`src/rtl/deck_dealer_if.sv`:
```
// rtl/deck_dealer_if.sv - request/response bundle between the game FSM and the card source
interface deck_dealer_if;
    logic       shuffle_req;
    logic       deal_req;
    logic       card_valid;
    logic [5:0] card_index;
    logic [3:0] card_rank;
    logic [1:0] card_suit;
    logic [3:0] card_points;
    logic       deal_err;
    logic       busy;
    logic       deck_ready;
    logic [5:0] cards_left;

    modport master (
        output shuffle_req, deal_req,
        input  card_valid, card_index, card_rank, card_suit, card_points,
        input  deal_err, busy, deck_ready, cards_left
    );

    modport slave (
        input  shuffle_req, deal_req,
        output card_valid, card_index, card_rank, card_suit, card_points,
        output deal_err, busy, deck_ready, cards_left
    );
endinterface

```
`src/rtl/deck_dealer.sv`:
```
// rtl/deck_dealer.sv - 52-card deck with LFSR-driven Fisher-Yates shuffle and one-card-per-request dealing
module deck_dealer #(
    parameter int          SHUFFLE_LIMIT = 3,
    parameter logic [15:0] LFSR_SEED     = 16'hACE1
) (
    input  logic         CLOCK_50,
    input  logic         reset_n,
    deck_dealer_if.slave bus
);

    typedef enum logic [1:0] {ST_IDLE, ST_INIT, ST_SHUFFLE, ST_READY} state_t;

    localparam logic [2:0] LAST_PASS = 3'(SHUFFLE_LIMIT - 1);
    localparam logic [5:0] DECK_SIZE = 6'd52;

    state_t      state_q, state_d;
    logic [15:0] lfsr_q, lfsr_d;
    logic [5:0]  deck_q [52];
    logic [5:0]  deck_d [52];
    logic [5:0]  ptr_q, ptr_d;
    logic [5:0]  i_q, i_d;
    logic [2:0]  pass_q, pass_d;
    logic        card_valid_q, card_valid_d;
    logic [5:0]  card_index_q, card_index_d;
    logic [3:0]  card_rank_q, card_rank_d;
    logic [1:0]  card_suit_q, card_suit_d;
    logic [3:0]  card_points_q, card_points_d;
    logic        deal_err_q, deal_err_d;

    logic [5:0]  j;
    logic [5:0]  sel_idx;
    logic [5:0]  suit_base;
    logic [1:0]  sel_suit;
    logic [3:0]  sel_rank;

    // Scaling the LFSR by (i+1) and keeping the top bits maps it uniformly onto 0..i.
    assign j = 6'((32'(lfsr_q) * (32'(i_q) + 32'd1)) >> 16);

    always_comb begin
        sel_idx   = (ptr_q < DECK_SIZE) ? deck_q[ptr_q] : 6'd0;
        suit_base = 6'd0;
        sel_suit  = 2'd0;
        if (sel_idx >= 6'd39) begin
            suit_base = 6'd39;
            sel_suit  = 2'd3;
        end else if (sel_idx >= 6'd26) begin
            suit_base = 6'd26;
            sel_suit  = 2'd2;
        end else if (sel_idx >= 6'd13) begin
            suit_base = 6'd13;
            sel_suit  = 2'd1;
        end
        sel_rank = 4'(sel_idx - suit_base) + 4'd1;
    end

    always_comb begin
        state_d       = state_q;
        lfsr_d        = (lfsr_q >> 1) ^ (lfsr_q[0] ? 16'hB400 : 16'h0000);
        deck_d        = deck_q;
        ptr_d         = ptr_q;
        i_d           = i_q;
        pass_d        = pass_q;
        card_valid_d  = 1'b0;
        deal_err_d    = 1'b0;
        card_index_d  = card_index_q;
        card_rank_d   = card_rank_q;
        card_suit_d   = card_suit_q;
        card_points_d = card_points_q;

        if (bus.shuffle_req) begin
            state_d = ST_INIT;
        end else begin
            case (state_q)
                ST_INIT: begin
                    for (int k = 0; k < 52; k++) begin
                        deck_d[k] = 6'(k);
                    end
                    i_d     = 6'd51;
                    pass_d  = 3'd0;
                    ptr_d   = 6'd0;
                    state_d = ST_SHUFFLE;
                end
                ST_SHUFFLE: begin
                    deck_d[i_q] = deck_q[j];
                    deck_d[j]   = deck_q[i_q];
                    if (i_q == 6'd1) begin
                        i_d    = 6'd51;
                        pass_d = pass_q + 3'd1;
                        if (pass_q == LAST_PASS) begin
                            state_d = ST_READY;
                        end
                    end else begin
                        i_d = i_q - 6'd1;
                    end
                end
                default: ;
            endcase
        end

        // A deal colliding with a shuffle request is dropped without any response.
        if (bus.deal_req && !bus.shuffle_req) begin
            if (state_q == ST_READY && ptr_q < DECK_SIZE) begin
                card_valid_d  = 1'b1;
                card_index_d  = sel_idx;
                card_rank_d   = sel_rank;
                card_suit_d   = sel_suit;
                card_points_d = (sel_rank > 4'd10) ? 4'd10 : sel_rank;
                ptr_d         = ptr_q + 6'd1;
            end else begin
                deal_err_d = 1'b1;
            end
        end
    end

    always_ff @(posedge CLOCK_50 or negedge reset_n) begin
        if (!reset_n) begin
            state_q       <= ST_IDLE;
            lfsr_q        <= LFSR_SEED;
            for (int k = 0; k < 52; k++) begin
                deck_q[k] <= 6'(k);
            end
            ptr_q         <= 6'd0;
            i_q           <= 6'd51;
            pass_q        <= 3'd0;
            card_valid_q  <= 1'b0;
            card_index_q  <= 6'd0;
            card_rank_q   <= 4'd0;
            card_suit_q   <= 2'd0;
            card_points_q <= 4'd0;
            deal_err_q    <= 1'b0;
        end else begin
            state_q       <= state_d;
            lfsr_q        <= lfsr_d;
            deck_q        <= deck_d;
            ptr_q         <= ptr_d;
            i_q           <= i_d;
            pass_q        <= pass_d;
            card_valid_q  <= card_valid_d;
            card_index_q  <= card_index_d;
            card_rank_q   <= card_rank_d;
            card_suit_q   <= card_suit_d;
            card_points_q <= card_points_d;
            deal_err_q    <= deal_err_d;
        end
    end

    assign bus.card_valid  = card_valid_q;
    assign bus.card_index  = card_index_q;
    assign bus.card_rank   = card_rank_q;
    assign bus.card_suit   = card_suit_q;
    assign bus.card_points = card_points_q;
    assign bus.deal_err    = deal_err_q;
    assign bus.busy        = (state_q == ST_INIT) || (state_q == ST_SHUFFLE);
    assign bus.cards_left  = (state_q == ST_READY) ? (DECK_SIZE - ptr_q) : 6'd0;
    assign bus.deck_ready  = (state_q == ST_READY) && (ptr_q != DECK_SIZE);

endmodule

```
`src/flat_wrapper.sv`:
```
// flat-port wrapper written by rule: the top's interface ports become plain ports
module deck_dealer_flat 
#(
    parameter int          SHUFFLE_LIMIT = 3,
    parameter logic [15:0] LFSR_SEED     = 16'hACE1
)
  (CLOCK_50, reset_n, bus_shuffle_req, bus_deal_req, bus_card_valid, bus_card_index, bus_card_rank, bus_card_suit, bus_card_points, bus_deal_err, bus_busy, bus_deck_ready, bus_cards_left);
  deck_dealer_if bus_i ();
  input  logic CLOCK_50;
  input  logic reset_n;
  input wire logic [$bits(bus_i.shuffle_req)-1:0] bus_shuffle_req;
  input wire logic [$bits(bus_i.deal_req)-1:0] bus_deal_req;
  output wire logic [$bits(bus_i.card_valid)-1:0] bus_card_valid;
  output wire logic [$bits(bus_i.card_index)-1:0] bus_card_index;
  output wire logic [$bits(bus_i.card_rank)-1:0] bus_card_rank;
  output wire logic [$bits(bus_i.card_suit)-1:0] bus_card_suit;
  output wire logic [$bits(bus_i.card_points)-1:0] bus_card_points;
  output wire logic [$bits(bus_i.deal_err)-1:0] bus_deal_err;
  output wire logic [$bits(bus_i.busy)-1:0] bus_busy;
  output wire logic [$bits(bus_i.deck_ready)-1:0] bus_deck_ready;
  output wire logic [$bits(bus_i.cards_left)-1:0] bus_cards_left;
  assign bus_i.shuffle_req = bus_shuffle_req;
  assign bus_i.deal_req = bus_deal_req;
  assign bus_card_valid = bus_i.card_valid;
  assign bus_card_index = bus_i.card_index;
  assign bus_card_rank = bus_i.card_rank;
  assign bus_card_suit = bus_i.card_suit;
  assign bus_card_points = bus_i.card_points;
  assign bus_deal_err = bus_i.deal_err;
  assign bus_busy = bus_i.busy;
  assign bus_deck_ready = bus_i.deck_ready;
  assign bus_cards_left = bus_i.cards_left;
  deck_dealer #(.SHUFFLE_LIMIT(SHUFFLE_LIMIT), .LFSR_SEED(LFSR_SEED)) u_core (.CLOCK_50(CLOCK_50), .reset_n(reset_n), .bus(bus_i));
endmodule
```
`config.mk`:
```
export PLATFORM = sky130hd
export DESIGN_NAME = deck_dealer_flat
export DESIGN_NICKNAME = d
export VERILOG_FILES = /design/src/rtl/deck_dealer_if.sv /design/src/rtl/deck_dealer.sv /design/src/flat_wrapper.sv
export SDC_FILE = /design/constraint.sdc
export NUM_CORES = 2
export LEC_CHECK = 0
export BUFFER_PORTS_ARGS = -buffer_cell sky130_fd_sc_hd__buf_2
export CORE_MARGIN = 2
export CORE_UTILIZATION = 46
export CTS_BUF_LIST = sky130_fd_sc_hd__clkbuf_8
export CTS_CLUSTER_DIAMETER = 150
export DETAILED_ROUTE_END_ITERATION = 6
export PLACE_DENSITY = 0.73
export SETUP_SLACK_MARGIN = 0.02
export SLEW_MARGIN = 15
export SYNTH_ARGS = -nofsm -noshare
export SYNTH_HDL_FRONTEND = slang
export SYNTH_SLANG_ARGS = --single-unit
```
`constraint.sdc`:
```
create_clock -name CLOCK_50 -period 10.9 [get_ports CLOCK_50]
set_input_delay 0 -clock CLOCK_50 [delete_from_list [all_inputs] [get_ports CLOCK_50]]
set_output_delay 0 -clock CLOCK_50 [all_outputs]
set_load 0.005 [all_outputs]
```
## Word level (Yosys, flattened, before mapping)

Cells that the tools add are included.

- Add/subtract/negate cells: 7
- Multipliers: 1
- Order comparisons: 10
- Equality and inequality tests: 9
- Mux-type cells: 42
- Bitwise operators: 5
- Reduce and logical (&&, ||, !) cells: 13

Operator list:

| cell | number |
|---|---|
| bitwise mux 312 bit | 2 |
| case mux 312 bit (2 select lines) | 1 |
| binary-select mux 6 bit (select 6 bit) | 3 |
| 2-to-1 mux 6 bit | 15 |
| demux 6 bit (select 6 bit) | 2 |
| multiplier 16 x 32 -> 22 bit | 1 |
| greater-or-equal comparator 7 bit, second input constant | 3 |
| inverter 6 -> 7 bit | 3 |
| 2-to-1 mux 16 bit | 1 |
| 2-to-1 mux 4 bit | 4 |
| XOR 15 x 16 -> 16 bit | 1 |
| less-than comparator 7 x 1 -> 1 bit, second input constant | 2 |
| case mux 6 bit (2 select lines) | 1 |
| 2-to-1 mux 2 bit | 5 |
| adder 6 x 1 -> 7 bit, second input constant | 1 |
| adder 6 x 1 -> 6 bit, second input constant | 1 |
| equality test 6 x 1 -> 1 bit, second input constant | 1 |
| greater-or-equal comparator 6 x 4 -> 1 bit, second input constant | 1 |
| greater-or-equal comparator 6 x 5 -> 1 bit, second input constant | 1 |
| greater-or-equal comparator 6 bit, second input constant | 1 |
| less-than comparator 6 bit, second input constant | 1 |
| != test 3 x 2 -> 1 bit, second input constant | 2 |
| != test 6 bit, second input constant | 1 |
| case mux 3 bit (2 select lines) | 1 |
| 21 further kinds | 32 |

- Flip-flop bits (word level): 363
- Input bits: 4
- Output and inout port bits: 26
- Word-level logic and storage cells: 150

## Longest topological paths before layout

- Depth after elaboration: 13
- Depth in mapped cells: 35
- Gate-level depth less buffers: 26

## Least setup slack after synthesis

OpenSTA, ideal clock, no wires.

- Kind: flip-flop to flip-flop
- Start point: reg u_core.i_q[0]
- End point: reg u_core.deck_q[297] in the netlist's numbering
- Setup time: 0.091 ns
- Arrival time: 8.125 ns
- Setup slack: 2.684 ns
- Cell stages (with the launch flop): 31
- Buffers on the path: 8
- Path through: dfstp_2 -> clkbuf_1 -> clkbuf_1 -> inv_1 -> clkbuf_1 -> nor2_1 -> nand2_1 -> and2_1 -> clkbuf_1 -> nand2b_1 -> fa_1 -> fa_1 -> inv_1 -> fa_1 -> inv_1 -> fa_1 -> inv_1 -> ha_1 -> and3_1 -> a221oi_1 -> o221ai_1 -> o211a_2 -> nor2_4 -> buf_2 -> buf_2 -> mux4_2 -> a2111oi_2 -> o2111ai_2 -> buf_2 -> buf_2 -> o221ai_1

- Word-level cells in the longest chain between the ends: 9
- Elaborated cells on any way between the ends: 23

Ends and longest elaborated chain:

| item | RTL line | RTL |
|---|---|---|
| start, declared | deck_dealer.sv:21 | `logic [5:0] i_q, i_d;` |
| start signal, assigned | deck_dealer.sv:136 | `i_q <= i_d;` |
| adder 6 x 1 -> 7 bit | deck_dealer.sv:37 | `assign j = 6'((32'(lfsr_q) * (32'(i_q) + 32'd1)) >> 16);` |
| multiplier 16 x 32 -> 22 bit | deck_dealer.sv:37 |  |
| inverter 6 -> 7 bit (implied by the code) | deck_dealer.sv:84, deck_dealer.sv:85 |  |
| greater-or-equal comparator 7 bit (implied by the code) (tied with other cells) | deck_dealer.sv:85 | `deck_d[j] = deck_q[i_q];` |
| logical AND 1 bit (implied by the code) or 2-to-1 mux 6 bit (tied branches) | deck_dealer.sv:85, deck_dealer.sv:84 |  |
| 2-to-1 mux 6 bit, on equally long branches | deck_dealer.sv:85, deck_dealer.sv:84 |  |
| demux 6 bit (select 6 bit) or bitwise mux 312 bit (tied branches) | deck_dealer.sv:85, deck_dealer.sv:84 |  |
| bitwise mux 312 bit * | deck_dealer.sv:85 |  |
| case mux 312 bit (2 select lines) * | deck_dealer.sv:73 | `case (state_q)` |
| end signal, assigned by index | deck_dealer.sv:120 | `deck_q[k] <= 6'(k);` |
| end signal, assigned | deck_dealer.sv:134 | `deck_q <= deck_d;` |
| end, declared | deck_dealer.sv:18 | `logic [5:0] deck_q [52];` |

Every way passes the cells marked *; elsewhere a longest branch is shown, timed or not. The select of a mux whose other input is x is not followed.
A chain may end at the register's enable or synchronous reset.

## Final worst setup path

- Start point: reg u_core.i_q[1]
- End point: reg u_core.deck_q[197] in the netlist's numbering

Same word-level chain as after synthesis.

==> results.sh <==
export IMPL_clk_pin_slew_ns=0.07
export IMPL_cts_tree="yes"
export IMPL_async_flop_share=1.00
export IMPL_cts_root_buffer_cell="clkbuf_8"
export IMPL_area_delta_synth_final_pct=10.3
export IMPL_worstPathMaxFanout=27
export IMPL_r2r_end="u_core.deck_q[197]$_DFFE_PN0P_"
export IMPL_gp_congestion=1.10
export IMPL_htree_levels=3
export IMPL_vias_per_cell=7.64
export IMPL_utilization=0.514
export IMPL_drc=4
export IMPL_synthCells=3334
export IMPL_hold_violations=0
export IMPL_grt_pass1_vias=30752
export IMPL_yosys_most_used_dff="dfrtp_1"
export IMPL_floorplan_initialDensity=0.466
export IMPL_synth_seq_cells=363
export IMPL_vdd_drop_max_mv=0.303
export IMPL_pin_count=30
export IMPL_min_delay_start="bus_shuffle_req"
export IMPL_grt_max_degree=102
export IMPL_drtIter0Drc=5955
export IMPL_nets=3433
export IMPL_ant_nets=0
export IMPL_dp_cells=4077
export IMPL_cp_start_kind="flip-flop"
export IMPL_grt_total_usage=0.465
export IMPL_critical_path_class="flip-flop to flip-flop"
export IMPL_worstPathArrival_ns=10.36
export IMPL_slew_limit_headroom=0.0304
export IMPL_hold_path_end="u_core.state_q[0]$_DFFE_PN0P_"
export IMPL_numPortBuffers=29
export IMPL_power_uw=6340
export IMPL_antenna_found_initial=14
export IMPL_rsz0062_at_grt="false"
export IMPL_cts_sinks=363
export IMPL_r2r_setup_slack_ns=1.08
export IMPL_hold_slack_ns=0.140
export IMPL_worst_r2r_cell_count=25
export IMPL_seq_area_frac_synth=0.315
export IMPL_grt_pass1_wl_mm=224
export IMPL_leakagePower_uw=0.0124
export IMPL_tns_ns=0
export IMPL_n_fill_cell=5835
export IMPL_finalWirelength_mm=155
export IMPL_syn_num_nets=3457
export IMPL_hp_class="input pin to flip-flop"
export IMPL_finalSetupViolCount=0
export IMPL_netlist_area_um2=29400
export IMPL_avgSynthCellArea_um2=8.83
export IMPL_wl_per_cell_um=36.7
export IMPL_die_y_um=257
export IMPL_die_area_um2=66000
export IMPL_status="complete, but fails checks"
export IMPL_clk_path_buf_depth=3
export IMPL_synth_cell_types=98
export IMPL_fin_cells=4220
export IMPL_numCtsBuffers=71
export IMPL_fin_crit_ns=9.82
export IMPL_crit_path_end_kind="flip-flop"
export IMPL_rr_startpoint="u_core.i_q[1]$_DFFE_PN1P_"
export IMPL_synth_enable_flop_cells=0
export IMPL_grt_overflow_total=0
export IMPL_hold_depth=3
export IMPL_min_period_over_period=0.901
export IMPL_p_per_area_nw_per_um2=195
export IMPL_maxSlewViolCount=0
export IMPL_crit_required_ns=11.45
export IMPL_dr_pass1_iters=7
export IMPL_yosysWarnings=0
export IMPL_hpwl_mm=107
export IMPL_fmax_ghz=0.102
export IMPL_die_w_um=257
export IMPL_num_rows=92
export IMPL_insertion_delay_ns=0.72
export IMPL_worst_slew_pin_slew_ns=1.45
export IMPL_max_cap_violations=0
export IMPL_skew_ns=0.0567
export IMPL_violations="DRC"
export IMPL_drive_gt1_frac=0.200
export IMPL_cts_setup_buffers=0
export IMPL_num_vias=32224
export IMPL_core_um2=63200
==> power breakdown <==
part / total (uW) / internal (uW) / switching [uW]
Sequential: 1950 / 1640 / 301
Clock: 1570 / 868 / 702
Combinational: 2830 / 731 / 2100
Total: 6340 / 3240 / 3100
==> routing by layer <==
layer  share of wire  GRT usage  vias up
met3            0.16      0.198      946
met5          0.0013     0.0102        -
li1                -          -    12619
met1            0.35      0.582    15444
met2            0.39      0.631     3199
met4           0.097      0.353       16
==> cells in the mapped netlist, types with 32 or more instances <==
library cell / instances / share of area
a31oi_1: 39 / 0.0083
o22a_1: 34 / 0.010
o21a_1: 39 / 0.0099
nand3_1: 90 / 0.015
o22ai_1: 163 / 0.035
o221ai_1: 147 / 0.044
mux2i_1: 79 / 0.027
a21oi_1: 143 / 0.024
and3_1: 32 / 0.0068
inv_1: 134 / 0.017
nor2b_1: 36 / 0.0077
fa_1: 68 / 0.046
o2111ai_1: 34 / 0.010
dfstp_2: 152 / 0.14
nor2_1: 227 / 0.029
mux4_2: 84 / 0.064
nand2_1: 493 / 0.063
ha_1: 51 / 0.022
dfrtp_1: 211 / 0.18
o21ai_0: 162 / 0.028
o21ai_1: 33 / 0.0056
clkbuf_1: 192 / 0.024
o211ai_1: 39 / 0.0099
nor3_1: 43 / 0.0073
buf_2: 46 / 0.0078
and2_1: 71 / 0.015
==> metrics by stage <==
stage	setup slack, ns	instance area, um2
floorplan	2.68	29400
global placement	1.38	30800
detailed placement	1.32	30800
CTS	1.28	32400
global route	0.845	32500
finish	1.08	32500
==> worst max-delay path: stages, from the launching register on <==
cell and delay (ns):
dfstp_2 0.80, buf_4 0.43, nand3_1 0.19, o21ai_0 0.17
and2_1 0.51, nand2b_1 0.21, fa_1 0.45, fa_1 0.50
inv_1 0.05, fa_1 0.48, inv_1 0.05, fa_1 0.48
inv_1 0.05, ha_1 0.25, and3_1 0.24, a221oi_1 0.27
o221ai_1 0.41, o211a_2 0.49, nor2_4 0.63, nand2_1 0.52
o221ai_1 0.33, o21ai_0 0.14, a31oi_1 0.52, or4_2 0.93
buf_4 0.35, o221ai_2 0.12
==> area by class of cell <==
class / instances / area, um2 / area share
inverters: 136 / 510 / 0.0157
well taps: 846 / 1060 / 0.0326
diodes: 7 / 17.5 / 0.000539
clock inverters: 44 / 398 / 0.0123
repair buffers: 185 / 1430 / 0.0440
clock buffers: 86 / 1180 / 0.0365
multi-input cells: 2553 / 18600 / 0.573
flip-flops and latches: 363 / 9280 / 0.286
==> placed cells by master, fill, tap and decap left out, types with 31 or more instances in the layout <==
cell / instances
nor2_1: 221
mux4_2: 84
ha_1: 50
o21a_1: 39
mux2i_1: 79
fa_1: 68
clkbuf_8: 86
nand3_1: 88
a21oi_1: 143
o221ai_1: 146
nand2_1: 493
o2111ai_1: 32
o21ai_1: 33
nor2b_1: 35
mux2_2: 31
o211ai_1: 39
a31oi_1: 38
o22ai_1: 162
dfstp_2: 152
o22a_1: 34
buf_4: 143
and3_1: 32
dfrtp_1: 209
nor3_1: 43
o21ai_0: 162
inv_1: 155
and2_1: 71
==> what timing repair did <==
item | in CTS | in global routing
hold buffers | 6 | 0
hold endpoints to repair | 115 | 0
resized for setup | 0 | 0
==> sequential cells by signal (all words and copies together), names as in the netlist <==
name,cells
u_core.ptr_q,6
u_core.lfsr_q,16
u_core.deck_q,312
u_core.bus.card_suit,2
u_core.bus.deal_err,1
u_core.bus.card_rank,4
u_core.i_q,6
u_core.bus.card_points,4
u_core.state_q,2
u_core.pass_q,3
u_core.bus.card_index,6
u_core.bus.card_valid,1
==> worst max path at each step <==
stage | start | endpoint | slack [ns] | cells after the start
global route | u_core.i_q[1]$_DFFE_PN1P_ | u_core.deck_q[166]$_DFFE_PN1P_ | 0.85 | 28
global placement | u_core.i_q[1]$_DFFE_PN1P_ | u_core.deck_q[160]$_DFFE_PN1P_ | 1.38 | 28
floorplan | u_core.i_q[0]$_DFFE_PN1P_ | u_core.deck_q[297]$_DFFE_PN0P_ | 2.68 | 30
finish | u_core.i_q[1]$_DFFE_PN1P_ | u_core.deck_q[197]$_DFFE_PN0P_ | 1.08 | 25
CTS | u_core.i_q[1]$_DFFE_PN1P_ | u_core.deck_q[160]$_DFFE_PN1P_ | 1.28 | 28
detailed placement | u_core.i_q[1]$_DFFE_PN1P_ | u_core.deck_q[160]$_DFFE_PN1P_ | 1.32 | 28
==> kinds of logic after synthesis <==
logic type	Yosys count	share of synthesized area
AO/OA/AOI/OAI	1091	0.272
XOR/XNOR	27	0.00854
adder cells (fa/ha/maj)	119	0.0679
buffers and inverters	418	0.0584
flip-flops	363	0.315
multiplexers	195	0.103
AND/OR/NAND/NOR	1121	0.174
(Power assumes the default switching activity.)
